### src/rtl/sram_read_sequencer.sv
// sram_read_sequencer
// Sweeps the SRAM read port over addresses 0..ADDR_LAST, captures each
// DATA_W-bit word when the port flags it valid, and streams it out LSB byte
// first over a valid/ready byte interface.
//
// Ports:
//   clk, rst_n            clock (rising edge), asynchronous active-low reset
//   start                 one-cycle pulse, launches a sweep when idle
//   addr_cntrl, Din_valid read address and read strobe to the SRAM port
//   Dout, Dout_valid      read data and its valid flag from the SRAM port
//   byte_data, byte_valid serialised byte stream to the readout path
//   byte_ready            downstream accept
//   busy, done, err       sweep in progress, end-of-sweep pulse, sticky timeout
module sram_read_sequencer #(
    parameter int unsigned ADDR_W    = 7,
    parameter int unsigned DATA_W    = 128,
    parameter int unsigned ADDR_LAST = 127,
    parameter int unsigned TIMEOUT   = 15
) (
    input  logic              clk,
    input  logic              rst_n,
    input  logic              start,
    output logic [ADDR_W-1:0] addr_cntrl,
    output logic              Din_valid,
    input  logic [DATA_W-1:0] Dout,
    input  logic              Dout_valid,
    output logic [7:0]        byte_data,
    output logic              byte_valid,
    input  logic              byte_ready,
    output logic              busy,
    output logic              done,
    output logic              err
);

    localparam int unsigned N_BYTES = DATA_W / 8;
    localparam int unsigned BIDX_W  = (N_BYTES > 1) ? $clog2(N_BYTES) : 1;
    localparam int unsigned WAIT_W  = (TIMEOUT > 0) ? $clog2(TIMEOUT + 1) : 1;

    typedef enum logic [2:0] {
        S_IDLE  = 3'd0,
        S_ISSUE = 3'd1,
        S_WAIT  = 3'd2,
        S_SHIFT = 3'd3,
        S_DONE  = 3'd4
    } state_t;

    state_t              r_state;
    state_t              w_next;
    logic [ADDR_W-1:0]   r_addr;
    logic [WAIT_W-1:0]   r_wait;
    logic [DATA_W-1:0]   r_word;
    logic [BIDX_W-1:0]   r_bidx;
    logic                r_err;
    logic                r_din_valid;
    logic                r_byte_valid;
    logic                r_busy;
    logic                r_done;

    logic                w_capture;
    logic                w_timeout;
    logic                w_hs;
    logic                w_last;
    logic                w_at_last_addr;

    assign w_at_last_addr = (r_addr == ADDR_W'(ADDR_LAST));

    // Next-state and per-cycle control decode
    always_comb begin
        w_next    = r_state;
        w_capture = 1'b0;
        w_timeout = 1'b0;
        w_hs      = 1'b0;
        w_last    = 1'b0;
        case (r_state)
            S_IDLE: begin
                if (start) w_next = S_ISSUE;
            end
            S_ISSUE: begin
                if (Dout_valid) begin
                    w_capture = 1'b1;
                    w_next    = S_SHIFT;
                end else begin
                    w_next = S_WAIT;
                end
            end
            S_WAIT: begin
                if (Dout_valid) begin
                    w_capture = 1'b1;
                    w_next    = S_SHIFT;
                end else if (r_wait == WAIT_W'(TIMEOUT)) begin
                    w_timeout = 1'b1;
                    w_next    = S_SHIFT;
                end
            end
            S_SHIFT: begin
                // byte_valid is high for the whole of SHIFT, so ready alone
                // marks the handshake
                w_hs = byte_ready;
                if (byte_ready && (r_bidx == BIDX_W'(N_BYTES - 1))) begin
                    w_last = 1'b1;
                    w_next = w_at_last_addr ? S_DONE : S_ISSUE;
                end
            end
            S_DONE: begin
                w_next = S_IDLE;
            end
            default: begin
                w_next = S_IDLE;
            end
        endcase
    end

    // State, datapath and registered outputs
    always_ff @(posedge clk or negedge rst_n) begin
        if (!rst_n) begin
            r_state      <= S_IDLE;
            r_addr       <= '0;
            r_wait       <= '0;
            r_word       <= '0;
            r_bidx       <= '0;
            r_err        <= 1'b0;
            r_din_valid  <= 1'b0;
            r_byte_valid <= 1'b0;
            r_busy       <= 1'b0;
            r_done       <= 1'b0;
        end else begin
            r_state      <= w_next;
            // Status flags are decoded from the next state so they line up
            // with the state they describe
            r_din_valid  <= (w_next == S_ISSUE);
            r_byte_valid <= (w_next == S_SHIFT);
            r_busy       <= (w_next == S_ISSUE) || (w_next == S_WAIT) ||
                            (w_next == S_SHIFT);
            r_done       <= (w_next == S_DONE);

            if ((r_state == S_IDLE) && start) begin
                r_addr <= '0;
                r_err  <= 1'b0;
            end

            if (r_state == S_ISSUE) begin
                r_wait <= '0;
            end else if ((r_state == S_WAIT) && !Dout_valid && !w_timeout) begin
                r_wait <= r_wait + WAIT_W'(1);
            end

            // The word register shifts right on each handshake, so the byte
            // on offer is always its low byte (byte 0 first)
            if (w_capture) begin
                r_word <= Dout;
                r_bidx <= '0;
            end else if (w_timeout) begin
                r_word <= '0;
                r_bidx <= '0;
                r_err  <= 1'b1;
            end else if (w_hs) begin
                r_word <= {8'h00, r_word[DATA_W-1:8]};
                r_bidx <= w_last ? '0 : r_bidx + BIDX_W'(1);
            end

            if (w_last && !w_at_last_addr) begin
                r_addr <= r_addr + ADDR_W'(1);
            end
        end
    end

    assign addr_cntrl = r_addr;
    assign Din_valid  = r_din_valid;
    assign byte_data  = r_word[7:0];
    assign byte_valid = r_byte_valid;
    assign busy       = r_busy;
    assign done       = r_done;
    assign err        = r_err;

endmodule

### config.mk
export PLATFORM = sky130hd
export DESIGN_NAME = sram_read_sequencer
export DESIGN_NICKNAME = d
export VERILOG_FILES = /design/src/rtl/sram_read_sequencer.sv
export SDC_FILE = /design/constraint.sdc
export NUM_CORES = 1
export LEC_CHECK = 0
export BUFFER_PORTS_ARGS = -buffer_cell sky130_fd_sc_hd__buf_4
export CORE_ASPECT_RATIO = 0.6
export CORE_UTILIZATION = 35
export DETAILED_ROUTE_END_ITERATION = 10
export MAX_ROUTING_LAYER = met4
export PLACE_DENSITY_LB_ADDON = 0.15
export SLEW_MARGIN = 10
export SYNTH_ARGS = -nofsm -noshare
export SYNTH_HDL_FRONTEND = slang
export SYNTH_SLANG_ARGS = --single-unit
### constraint.sdc
create_clock -name clk -period 2.1 [get_ports clk]
set_input_delay 0.21 -clock clk [delete_from_list [all_inputs] [get_ports clk]]
set_output_delay 0.21 -clock clk [all_outputs]
set_load 0.05 [all_outputs]
# == After elaboration in Yosys (flattened, before gate mapping) ==
# Index checks and enable logic that the tools add are counted.
# op_classes
addsub,3
eq_ne,10
n_mux,29
reduce_logical,15
# ops
op,count
$mux 128,3
$mux 4,6
$mux 3,5
$mux 7,2
$eq 3x2->1 const B,4
$mux 1,12
$pmux 3 s4,1
$add 4x1->4 const B,2
$eq 4x4->1 const B,2
$add 7x1->7 const B,1
$eq 7x7->1 const B,1
$eq 3x1->1 const B,2
$logic_and 1x1->1,5
$reduce_bool 2->1,2
$eq 3x3->1 const B,1
$logic_not 1->1,3
$logic_not 3->1,1
$reduce_bool 3->1,1
$logic_or 1x1->1,2
$reduce_or 2->1,1
# totals
register_bits,151
wordCells,67

# == Logic depth before layout (Yosys ltp) ==
# Gate-level depths: netlist of the first run.
# logic_depth
word_depth,8
ltp_mapped,7

# == Worst setup path after synthesis of the first run ==
# No wires, ideal clock.
# synth_path
path_type,reg-to-reg
from,register r_addr[1] (netlist: addr_cntrl[1])
to,register r_addr[3] (netlist: addr_cntrl[3])
arrival_ns,1.759
t_required_ns,2.018
setup_slack_ns,0.259
stages_incl_launch_ff,6
period_less_slack_ns,1.841
cell_sequence,dfrtp_1 ha_1 and3_1 a31oi_1 o31a_2 a31oi_1
# synth_between
elab_chain_cells,4
# synth_rtl
element,line,text
from (decl),49,logic [ADDR_W-1:0] r_addr;
from (signal assigned),162,r_addr <= r_addr + ADDR_W'(1);
branches (longest 4 deep; another with $add 7x1->7),--,
# Parallel ways; which one is timed is not known.
# A chain may end at the register's enable or synchronous reset.

# == Worst setup path after layout of the first run ==
# layout_path
from,register r_state[1]
to,register r_addr[3] (netlist: addr_cntrl[3])
# layout_between
elab_chain_cells,4
# layout_rtl
element,line,text
from (decl),47,state_t r_state;
from (signal assigned),127,r_state <= w_next;
$eq 3x2->1,74,case (r_state)
$mux 1,74,
$logic_and 1x1->1,161,if (w_last && !w_at_last_addr) begin
$mux 7 / $reduce_bool 2->1 (equally long branches),--,
# Several ways; a longest one is shown, not always the timed one.

==> run_results.csv, run 1 <==
group,metric,value,unit
clocking,post_cts_buffers,0,
layout,drive_gt1_frac,0.2356,
power_and_ir_drop,p_per_area,1137,nW/µm²
synth,syn_area,6967,µm²
floorplan,die_w,184.1,µm
clocking,root_buffer,"clkbuf_16",
sta,finalHoldViolCount,0,
synth,synth_top_cells_by_count,"dfrtp_1, nand2_1, mux2i_1, o21ai_1, o21ai_0",
synth,synth_area_leaders,"dfrtp_1, mux2i_1, nand2_1",
placement,dp_slack,0.2338,ns
clocking,numCtsBuffers,17,
synth,synth_top_cell_area_share,0.5424,
sta,setup_viol,0,
critical_path,arrival,2.17,ns
clocking,cts_tree,"built",
flow_run,drv_cap,0,
layout,nets,1010,
synth,synth_most_common_cell,"dfrtp_1",
sta,worst_slack,0.2304,ns
detailed_routing,drt_iter0_drc,308,
critical_path,critical_path_class,"register to register",
sta,skew,0.009942,ns
synth,synthCells,659,
detailed_routing,wirelength,18760,µm
global_route,antenna_found_initial,0,
sta,fin_crit,1.870,ns
global_route,grt_overflow,0,
layout,syn2layout_area_growth,41.67,%
layout,num-fill-cells,1734,
synth,ys_seq_area_frac,0.5424,
global_route,grt_first_pass_wirelength,30880,µm
detailed_routing,ant_nets,0,
synth,synth_fp_nets,795,
placement,portBuffers,152,
detailed_routing,avgViaCountPerCell,4.921,
detailed_routing,vias,5674,
placement,hpwl,12700,µm
detailed_routing,drt_pass1_iterations,4,
floorplan,start_util,0.3614,
clocking,htree_levels,4,
synth,yosysWarningCount,0,
power_and_ir_drop,ir_drop,0.6818,mV
critical_path,crit_fanout,44,
global_route,first_global_vias,5866,
sta,fin_crit_sh,0.8903,
global_route,track_usage,0.2006,
synth,postSynth.asyncResetShare,1.000,
critical_path,crit_path_end_kind,"register",
sta,slew_headroom,0.6247,
run_status,outcome,"complete, no violations",
floorplan,die_h,111.3,µm
detailed_routing,wl_per_cell,16.27,µm
global_route,grt_max_degree,81,
synth,avgSynthCellArea,10.57,µm²
clocking,cts_sinks,151,
sta,worst_pin_slew,0.5629,ns
sta,slew_viol_final,0,
clocking,clk_latency,0.42,ns
placement,gp_congestion,0.7855,
clocking,clk_pin_slew_worst_paths,0.06,ns
clocking,ctsResizeCount,0,
synth,synth-seq-cells,151,
sta,fmax,534.9,MHz
floorplan,ioPinCount,153,
layout,antenna_cells,0,
sta,rsz0062_at_grt,"no",
detailed_routing,drc,0,
critical_path,cp.required,2.40,ns
synth,ys.flop_type,"dfrtp_1",
critical_path,worstSetupStartpointType,"register",
synth,ys_types,45,
floorplan,rows,39,
clocking,hold_buffers,78,
clocking,clockBufferDepth,2,
floorplan,die-area,20490,µm²
floorplan,core,19270,µm²
synth,yosysTopAreaCell,"dfrtp_1",
synth,synth-edff-count,0,
power_and_ir_drop,power_leakage,4.608,nW
sta,fin_setup_tns,0,ns
hold_path,worstHoldPathType,"input pin to register",
[worst paths after layout]
path / from / to / slack, ns / cells past startpoint
min in group asynchronous: rst_n / r_word[12] / 0.32 / 2
max in group asynchronous: rst_n / r_word[23] / 1.07 / 3
setup / recovery: r_state[1] / addr_cntrl[3] / 0.23 / 6
hold / removal: Dout[54] / r_word[54] / 0.01 / 3
hold reg to reg: r_word[127] / r_word[127] / 0.51 / 1
setup reg to reg: r_state[1] / addr_cntrl[3] / 0.23 / 6
[metal layers]
layer | up-vias | track usage | share of wire
met1 | 2801 | 0.2873 | 0.51
met3 | 18 | 0.05158 | 0.052
met5 | - | - | 0
met4 | 0 | 0.05611 | 0.012
met2 | 131 | 0.2775 | 0.43
li1 | 2724 | - | -
[cell type report]
type / instances / area, µm² / share of cell area
clock buffers: 19 / 442.9 / 0.04488
well taps: 266 / 332.8 / 0.03372
inverters: 5 / 18.77 / 0.001902
clock inverters: 13 / 192.7 / 0.01952
flip-flops and latches: 151 / 3779 / 0.3829
multi-input cells: 451 / 2893 / 0.2931
repair buffers: 248 / 2211 / 0.2240
[cell usage in the layout (no fill, tap or decap), drive strengths merged, types with 2 or more instances in the layout]
cell and count:
a21oi 7, clkinvlp 2, o21ai 124, xor2 4, nand4 4, and3 6, nor3 3, nand2 132
and4 2, buf 170, o31a 2, mux2i 122, nand3 2, dlygate4sd3 78, ha 3, nor2 9
clkinv 3, and2 2, inv 9, nand3b 2, clkbuf 19, a31oi 2, dfrtp 151, bufinv 4
a22o 8
[registers in the layout, summed over array words and instances (netlist names)]
name        cells
Din_valid       1
addr_cntrl      7
busy            1
byte_valid      1
done            1
err             1
r_bidx          4
r_state         3
r_wait          4
r_word        128
[report_power, final]
| part | internal (W) | total, W | switching, W | leakage [nW] |
|---|---|---|---|---|
| Combinational | 0.00148 | 0.00316 | 0.00168 | 2.36 |
| Clock | 0.00204 | 0.00330 | 0.00126 | 0.305 |
| Sequential | 0.00400 | 0.00477 | 0.000768 | 1.94 |
| Total | 0.00752 | 0.0112 | 0.00370 | 4.61 |
[through the flow]
step,utilization,power [W],cell area [µm²],std cells,hold WS [ns]
2_1_floorplan,-,0.006777,6967,659,-0.08559
3_3_place_gp,0.4386,0.007737,8453,1043,0.2227
3_5_place_dp,0.4386,0.007874,8453,1043,0.2269
4_1_cts,0.5120,0.01133,9869,1153,0.00003569
5_1_grt,0.5120,0.01196,9869,1153,0.008180
6_report,0.5120,0.01122,9869,1153,0.01229
[worst max-delay path, stage by stage, from the launching register on]
cell	delay [ns]
dfrtp_1	0.48
buf_4	0.21
xnor2_2	0.16
o32ai_4	0.32
buf_12	0.27
o31a_2	0.22
a31oi_1	0.09
[logic make-up after synthesis]
family,count (synthesis),share of synthesized area
flops,151,0.5424
simple gates,171,0.1056
compound gates,150,0.1203
buf+inv,57,0.04364
xor+xnor,5,0.007364
mux,122,0.1753
fa+ha+maj,3,0.005389
Power figures use the tool's default switching activity.
==> run 2: changes to the inputs <==
- clock period: 2.1 -> 1.6 ns (I/O delays scaled with it)
==> run 2 against run 1 <==
Net effect:
- the flow now finishes with violations (negative setup slack)
- count of clock-buffer cells in the layout increased by 1
- via count up 5.0%
- first-iteration DRC count up 16%
- power increased by 36%
- critical path depth did not move
- final cell count increased by 7.5%
- flip-flop and latch count unchanged
- sequential share of layout area down 3.9 points
- clock power is 21% higher
- routed wire length up 9.1%
- fmax is 12% higher
- largest cell class unchanged
==> run_results.csv, run 2 (synthesis gave the netlist of run 1 again) <==
group,metric,value,unit
layout,final_common_cell,"buf_4",
critical_path,cpMaxStageDelayCell,"or3b_4",
critical_path,crit_chain,"or3b_4 > o32ai_4 > buf_6 > buf_6 > nor3_4 > o22a_1",
detailed_routing,ant_nets,0,
sta,rsz0062_at_grt,"yes",
clocking,clockBufferDepth,2,
hold_path,hold_path.startpoint,"byte_ready",
critical_path,crit_fanout,5,
placement,dp.cells,1061,
critical_path,crit_path_end_kind,"register",
placement,portBuffers,152,
global_route,grt_overflow,0,
critical_path,worstSetupStartpointType,"register",
layout,drive_gt1_frac,0.2898,
layout,finish.instance_area,11030,µm²
floorplan,die_w,184.1,µm
sta,worst_slack,-0.06300,ns
global_route,antenna_found_initial,0,
detailed_routing,wl_per_cell,16.52,µm
sta,worst_pin_slew,0.4924,ns
sta,fmax,601.3,MHz
critical_path,cp.required,1.91,ns
clocking,clk_pin_slew_worst_paths,0.06,ns
detailed_routing,drt_pass1_iterations,5,
clocking,htree_levels,4,
detailed_routing,avgViaCountPerCell,4.807,
critical_path,arrival,1.97,ns
layout,nets,1096,
placement,gp_congestion,0.7665,
critical_path,cpMostUsedCell,"buf_6",
flow_run,drv_cap,0,
floorplan,rows,39,
critical_path,crit_buf_inv,2,
layout,final_cell_mix,"buf_4, dfrtp_1, nand2_1, dlygate4sd3_1, mux2i_1",
sta,setup_viol,82,
sta,slew_headroom,0.6710,
global_route,grt_first_pass_wirelength,31710,µm
layout,syn2layout_area_growth,58.26,%
layout,largest_reg_flops,128,
sta,skew,0.009515,ns
critical_path,r2r_start,"r_state[2]",
clocking,root_buffer,"clkbuf_16",
layout,antenna_cells,0,
hold_path,worstHoldPathType,"input pin to register",
layout,regMostFlops,"r_word",
clocking,cts_sinks,151,
floorplan,ioPinCount,153,
critical_path,critPathMaxStageDelay,0.42,ns
detailed_routing,vias,5956,
detailed_routing,drt_iter0_drc,357,
clocking,clk_latency,0.42,ns
floorplan,die_h,111.3,µm
floorplan,core,19270,µm²
power_and_ir_drop,p_per_area,1385,nW/µm²
critical_path,r2r_cells,6,
run_status,violations,"negative setup slack",
critical_path,critical_path_class,"register to register",
clocking,cts_tree,"built",
power_and_ir_drop,power_leakage,5.062,nW
sta,fin_crit,1.663,ns
detailed_routing,drc,0,
clocking,numCtsBuffers,17,
run_status,outcome,"finished, violations left",
global_route,first_global_vias,6107,
layout,fin_cells,1239,
detailed_routing,wirelength,20460,µm
critical_path,reg2reg_slack,-0.06,ns
power_and_ir_drop,ir_drop,0.9835,mV
critical_path,cp_top_family,"simple AND/OR/NAND/NOR gates",
placement,hpwl,13200,µm
floorplan,die-area,20490,µm²
sta,finalHoldViolCount,0,
hold_path,min_delay_path_depth,3,
hold_path,hold_path_end,"r_bidx[3]",
global_route,track_usage,0.2060,
sta,fin_crit_sh,1.039,
sta,slew_viol_final,0,
floorplan,start_util,0.3614,
critical_path,r2r-end,"addr_cntrl[2]",
placement,placed_area,8665,µm²
global_route,grt_max_degree,65,
layout,final_util,0.5720,
[run 2: cell types whose count changed in the layout (fill, tap and decap cells not counted), sizes merged]
cell,change
buf,+29
bufinv,-2
clkbuf,+6
clkinv,+3
clkinvlp,+2
dlygate4sd3,+52
inv,-4
[run 2: metrics by stage]
stage	total power, W	hold WS [ns]	setup TNS (ns)	worst slack (ns)
after detailed placement	0.01053	0.008645	-4.000	-0.08572
final	0.01527	0.07749	-1.837	-0.06300
after CTS	0.01506	0.04769	-0.2261	-0.03025
after floorplan	0.008939	-0.1356	-0.07629	-0.005830
after global routing	0.01612	0.06596	-11.42	-0.1363
after global placement	0.01034	0.005042	-2.059	-0.07008
[run 2: worst reg2reg max path, delay by kind of cell, from the launching register on]
| family | cells | cell delay (ns) |
|---|---|---|
| AO/OA/AOI/OAI | 2 | 0.37 |
| buffers and inverters | 2 | 0.32 |
| flip-flops | 1 | 0.41 |
| AND/OR/NAND/NOR | 2 | 0.45 |
[run 2: power by group]
group | switching (W) | leakage, nW | internal [W]
combinational | 0.00246 | 2.85 | 0.00250
sequential | 0.00106 | 1.93 | 0.00526
clock | 0.00160 | 0.278 | 0.00237
total | 0.00513 | 5.06 | 0.0101
[run 2: layout make-up]
cell class | count | area, µm²
sequential | 151 | 3790
clock inverter | 12 | 127.6
inverter | 5 | 18.77
multi-input combinational | 451 | 3069
timing repair buffer | 334 | 3231
fill | 1657 | 8249
tap | 266 | 332.8
clock buffer | 20 | 456.7
[run 2: worst max-delay path by stage]
stage,slack [ns],end,cells past startpoint,startpoint
floorplan,-0.006,addr_cntrl[5],5,addr_cntrl[1]
global placement,-0.07,r_word[71],4,r_state[0]
detailed placement,-0.09,r_word[122],6,r_wait[1]
CTS,-0.03,r_word[87],5,r_state[1]
global route,-0.14,r_word[51],7,r_state[0]
finish,-0.06,addr_cntrl[2],6,r_state[2]
[run 2: per-layer routing]
metal	up-vias	GRT usage	wire length [µm]
met3	15	0.04238	877
met2	165	0.2871	8799
met5	-	-	0
met1	2864	0.2998	10590
met4	0	0.05889	193
li1	2912	-	-
[run 2: repair_timing]
action | 4_1_cts | 5_1_grt
pin swaps | 7 | 4
buffers inserted | 6 | 4
gates resized for setup | 58 | 47
endpoints found under the setup margin | 128 | 148
hold endpoints to repair | 280 | 0
hold buffers | 130 | 0
gates cloned | 1 | 6
